<file path="src/rtl/cpu_types_pkg.sv">
// Shared CPU-side types; ramstate_t reports the status of the shared RAM port.
package cpu_types_pkg;
  typedef enum logic [1:0] {
    FREE   = 2'd0,
    BUSY   = 2'd1,
    ACCESS = 2'd2,
    ERROR  = 2'd3
  } ramstate_t;
endpackage

</file>
<file path="src/rtl/icache_arbiter.sv">
// Round-robin arbiter sharing one RAM read port between two core icaches.
// state | meaning
// IDLE  | no access in flight; arbitrate among iREN at the next edge
// SERVE | RAM port owned by core `grant` until ACCESS or abort
module icache_arbiter
  import cpu_types_pkg::*;
(
  input  logic        CLK,
  input  logic        nRST,
  input  logic [1:0]  iREN,
  input  logic [31:0] iaddr0,
  input  logic [31:0] iaddr1,
  output logic [1:0]  iwait,
  output logic [31:0] iload0,
  output logic [31:0] iload1,
  output logic        ramREN,
  output logic [31:0] ramaddr,
  input  logic [31:0] ramload,
  input  ramstate_t   ramstate
);

  typedef enum logic {IDLE = 1'b0, SERVE = 1'b1} state_t;

  state_t state, state_next;
  logic   grant, grant_next;
  logic   ptr, ptr_next;
  logic   active, done;

  always_ff @(posedge CLK or negedge nRST) begin
    if (!nRST) begin
      state <= IDLE;
      grant <= 1'b0;
      ptr   <= 1'b0;
    end else begin
      state <= state_next;
      grant <= grant_next;
      ptr   <= ptr_next;
    end
  end

  assign active = (state == SERVE) && iREN[grant];
  assign done   = active && (ramstate == ACCESS);

  always_comb begin
    state_next = state;
    grant_next = grant;
    ptr_next   = ptr;
    case (state)
      IDLE: begin
        if (iREN != 2'b00) begin
          state_next = SERVE;
          grant_next = (iREN == 2'b11) ? ptr : iREN[1];
        end
      end
      SERVE: begin
        // Completion always passes through IDLE so a still-asserted iREN is not regranted.
        if (!iREN[grant]) begin
          state_next = IDLE;
        end else if (done) begin
          state_next = IDLE;
          ptr_next   = ~grant;
        end
      end
      default: state_next = IDLE;
    endcase
  end

  always_comb begin
    ramREN  = active;
    ramaddr = 32'h0;
    iload0  = 32'h0;
    iload1  = 32'h0;
    iwait   = 2'b11;
    if (state == SERVE) begin
      ramaddr = grant ? iaddr1 : iaddr0;
      if (grant) iload1 = ramload;
      else       iload0 = ramload;
    end
    if (done) iwait[grant] = 1'b0;
  end

endmodule

</file>
<file path="config.mk">
export PLATFORM = sky130hd
export DESIGN_NAME = icache_arbiter
export DESIGN_NICKNAME = d
export VERILOG_FILES = /design/src/rtl/cpu_types_pkg.sv /design/src/rtl/icache_arbiter.sv
export SDC_FILE = /design/constraint.sdc
export NUM_CORES = 1
export LEC_CHECK = 0
export CAP_MARGIN = 20
export CORE_ASPECT_RATIO = 0.9
export CORE_MARGIN = 3
export CORE_UTILIZATION = 22
export CTS_BUF_LIST = sky130_fd_sc_hd__clkbuf_16
export DETAILED_ROUTE_END_ITERATION = 7
export PLACE_DENSITY_LB_ADDON = 0.3
export SYNTH_ARGS = -nofsm -noshare
export SYNTH_HDL_FRONTEND = slang
export SYNTH_SLANG_ARGS = --single-unit
</file>
<file path="constraint.sdc">
create_clock -name CLK -period 3.25 [get_ports CLK]
set_clock_uncertainty 0.2 [all_clocks]
set_input_delay 0.4875 -clock CLK [delete_from_list [all_inputs] [get_ports CLK]]
set_output_delay 0.4875 -clock CLK [all_outputs]
set_load 0.01 [all_outputs]
</file>
==> impl_results.md <==
* Number of standard cells in the final layout excluding fillers at 416
* Synthesized area per cell at approximately 6.7 µm²
* TritonCTS sink count at 3
* Top library cells by usage in the layout, fill and taps aside: sky130_fd_sc_hd__clkdlybuf4s50_1 (200), sky130_fd_sc_hd__nor2_1 (34), sky130_fd_sc_hd__mux2i_1 (33)
* Reported max-cap violation count at 0
* WS Path Type: register to output port
* DRC Markers at 0
* Seq pwr share at around 5.4%
* Clock insertion delay at the later pin of the skew report at approximately 220 ps
* Cell leakage power at about 1.4 nW
* # rows at 23
* Placeable Area at between 0.004 and 0.005 mm²
* Number of top-level pins at 201
* Sw Ratio at about two fifths
* R2R depth at 3
* Most common cell after layout, fill and taps aside: sky130_fd_sc_hd__clkdlybuf4s50_1
* Part of the power in combinational logic at about 85%
* Clk root buf: sky130_fd_sc_hd__clkbuf_16
* Simple-Gate Fraction of Synth Area at between 50% and 60%
* Maximum fanout along the worst path at 24
* Main combinational cell family by area after synthesis: simple AND/OR/NAND/NOR gates
* Most used routing layer in global routing: met2
* Area growth from synthesis to layout at 193%
* Net count, final at roughly 460
* Slew Limit Headroom at between 60% and 70%
* Starting density of the core at 23.7%
* RSZ-0062 raised after global routing: no
* Crit path time final at between 2000 and 3000 ps
* Net switching power figure at ~0.78 mW
* Status: complete, no violations
* Routed length per placed instance at around 14 µm
* Diode count at 0
* Via count of the first global-routing pass at about 1800
* Worst min path class: primary input to asynchronous set/reset pin
* Number of distinct library cells after synthesis at 22
* Maximum number of pins on one net before global-route repair at 36
* Clock network fraction of design power at ~10%
* Critical path data arrival time at 2090 ps
* Count of buffers inserted at the top-level ports at 200
* DIE HEIGHT at around 73 µm
* Drt initial violations at 46
* Number of instances resized during post-cts repair at 0
* # Post-CTS Setup Buffers at 0
* Half-perimeter wire length of the detailed placement result at around 5000 µm
* Final hold violation count at 0
* Clock transition time at the flip-flop clock pins of the worst setup and hold paths at about 30 ps
* Router iterations before antenna repair at 3
* Share of the synthesized area in compound gates (AO/OA/AOI/OAI) at between 2 and 2.5%
* Final GP Congestion at 0.798
* Wire length after detailed routing at between 5000 and 6000 µm
* Dpl cells at slightly above 400
* FF+latch count, synth at 3
* Worst slew pin tran at about 520 ps
* Data required, critical path at approximately 2600 ps
* Met2 routing resource usage after global routing at 38.8%
* Overall global routing resource usage at between 10% and 20%
* Global-route wire length before repair at just under 9000 µm
* CTS tree: yes
* Power Internal at approximately 1.2 mW
* Netlist area before placement at around 0.0011 mm²
* Vias post-DR at about 1900
* Total Die Area at between 0.005 and 0.006 mm²
* Final slew viol count at 0
* Antenna Violating Nets Remaining at 0
* Final setup viols at 0
* Cts bufs inserted at 3
* Met1 track demand over resource at roughly 17%
* Critical Path Sink Type: output port
* Category of the worst setup path launch point: register
* Share of synthesized cell area in full adder, half adder and majority cells at 0%
* Final global-route overflow total at 0
* Post-Syn Nets at 265
* Share of the yosys chip area belonging to registers at about 7%
* GR Layer Usage met3 at just under 7%
* Fraction of synthesized area in multiplexers at 30.2%
* Vias/cell at 4.45
* Max frequency at ~0.36 GHz
* Die X at around 80 µm
* Initial antenna violation count at 0
* Post-synthesis share of cell area spent on xor and xnor gates at 0%
* Final worst-path cycle share at between 80% and 90%
* Power per Cell Area at around 600 mW/mm²
* Number of H-tree levels at 1
* Number of synthesis warnings at 0
* Gate count after technology mapping at about 160
* Share of cells above drive strength 1 at under 10%
* Max clock buf depth at 2
* Peak VDD IR at between 0.3 and 0.4 mV
* Post-CTS Hold Buffers at 0
* Total negative slack at 0 ps
[power by group through the flow]
stage	Combinational, mW	Sequential [mW]	Clock, mW
after detailed placement	1.68	0.108	0
after global routing	1.78	0.115	0.200
final	1.66	0.106	0.191
after CTS	1.68	0.108	0.195
after floorplan	0.832	0.0638	0
after global placement	1.66	0.108	0
[metrics by stage]
stage               power, mW  area [µm²]  setup WS [ps]  utilization, %  hold slack, ps
floorplan               0.895        1090           1490               -           -8.09
global placement         1.77        3120            514            67.7             320
detailed placement       1.79        3120            501            67.7             326
CTS                      1.98        3200            412            69.5             245
global route             2.09        3200            313            69.5             246
finish                   1.95        3200            475            69.5             246
[critical path, cell delays in order, from the launching register on]
cell                              delay, ps
sky130_fd_sc_hd__dfrtp_2                620
sky130_fd_sc_hd__buf_4                  430
sky130_fd_sc_hd__mux2i_1                140
sky130_fd_sc_hd__nor2_1                 120
sky130_fd_sc_hd__clkdlybuf4s50_1        560
[per-layer routing]
layer / vias up / routed length (µm)
met5: - / 0
met1: 807 / 1910
met2: 108 / 3230
met3: 4 / 738
li1: 934 / -
met4: 0 / 51
[final cells by class]
class / count / area, µm²
inverter: 1 / 3.75
clock buffer: 3 / 75.1
timing repair buffer: 204 / 2030
multi-input combinational: 142 / 930
tap: 62 / 77.6
fill: 406 / 1410
sequential: 3 / 76.3
clock inverter: 1 / 3.75
[synthesized netlist by cell type]
master	count	share of area, %
sky130_fd_sc_hd__clkbuf_2	2	0.92
sky130_fd_sc_hd__o22ai_1	1	0.57
sky130_fd_sc_hd__mux2i_1	33	30
sky130_fd_sc_hd__and3_1	32	18
sky130_fd_sc_hd__a21oi_1	1	0.46
sky130_fd_sc_hd__nor2b_1	1	0.57
sky130_fd_sc_hd__buf_6	1	1.0
sky130_fd_sc_hd__nor2_4	1	1.0
sky130_fd_sc_hd__a31oi_1	1	0.57
sky130_fd_sc_hd__nand3b_1	1	0.69
sky130_fd_sc_hd__buf_1	3	1.0
sky130_fd_sc_hd__buf_2	2	0.92
sky130_fd_sc_hd__o21ai_0	1	0.46
sky130_fd_sc_hd__clkbuf_1	7	2.4
sky130_fd_sc_hd__and2_1	32	18
sky130_fd_sc_hd__buf_4	2	1.4
sky130_fd_sc_hd__or3_4	1	1.0
sky130_fd_sc_hd__nor2_1	34	12
sky130_fd_sc_hd__nand2_1	2	0.69
sky130_fd_sc_hd__inv_2	1	0.34
sky130_fd_sc_hd__dfrtp_1	3	6.9
sky130_fd_sc_hd__nand3_1	1	0.46
[cell families (layout without fill, tap and decap cells)]
kind of cell	Yosys count	after routing
AND/OR/NAND/NOR	105	105
multiplexers	33	33
AO/OA/AOI/OAI	4	4
buffers and inverters	18	209
flip-flops	3	3
[state kept, by name (all words and copies together), names as in the netlist]
| register | cells |
|---|---|
| ptr | 1 |
| grant | 1 |
| state | 1 |
[final timing paths]
path,from,endpoint,slack (ps)
worst max-delay path,grant,ramaddr[12],480
worst min-delay path,nRST,state,250
worst max register to register,grant,ptr,1600
worst min register to register,ptr,ptr,350
max in group asynchronous,nRST,grant,2450
min in group CLK,ptr,ptr,350
(Power assumes the default switching activity.)
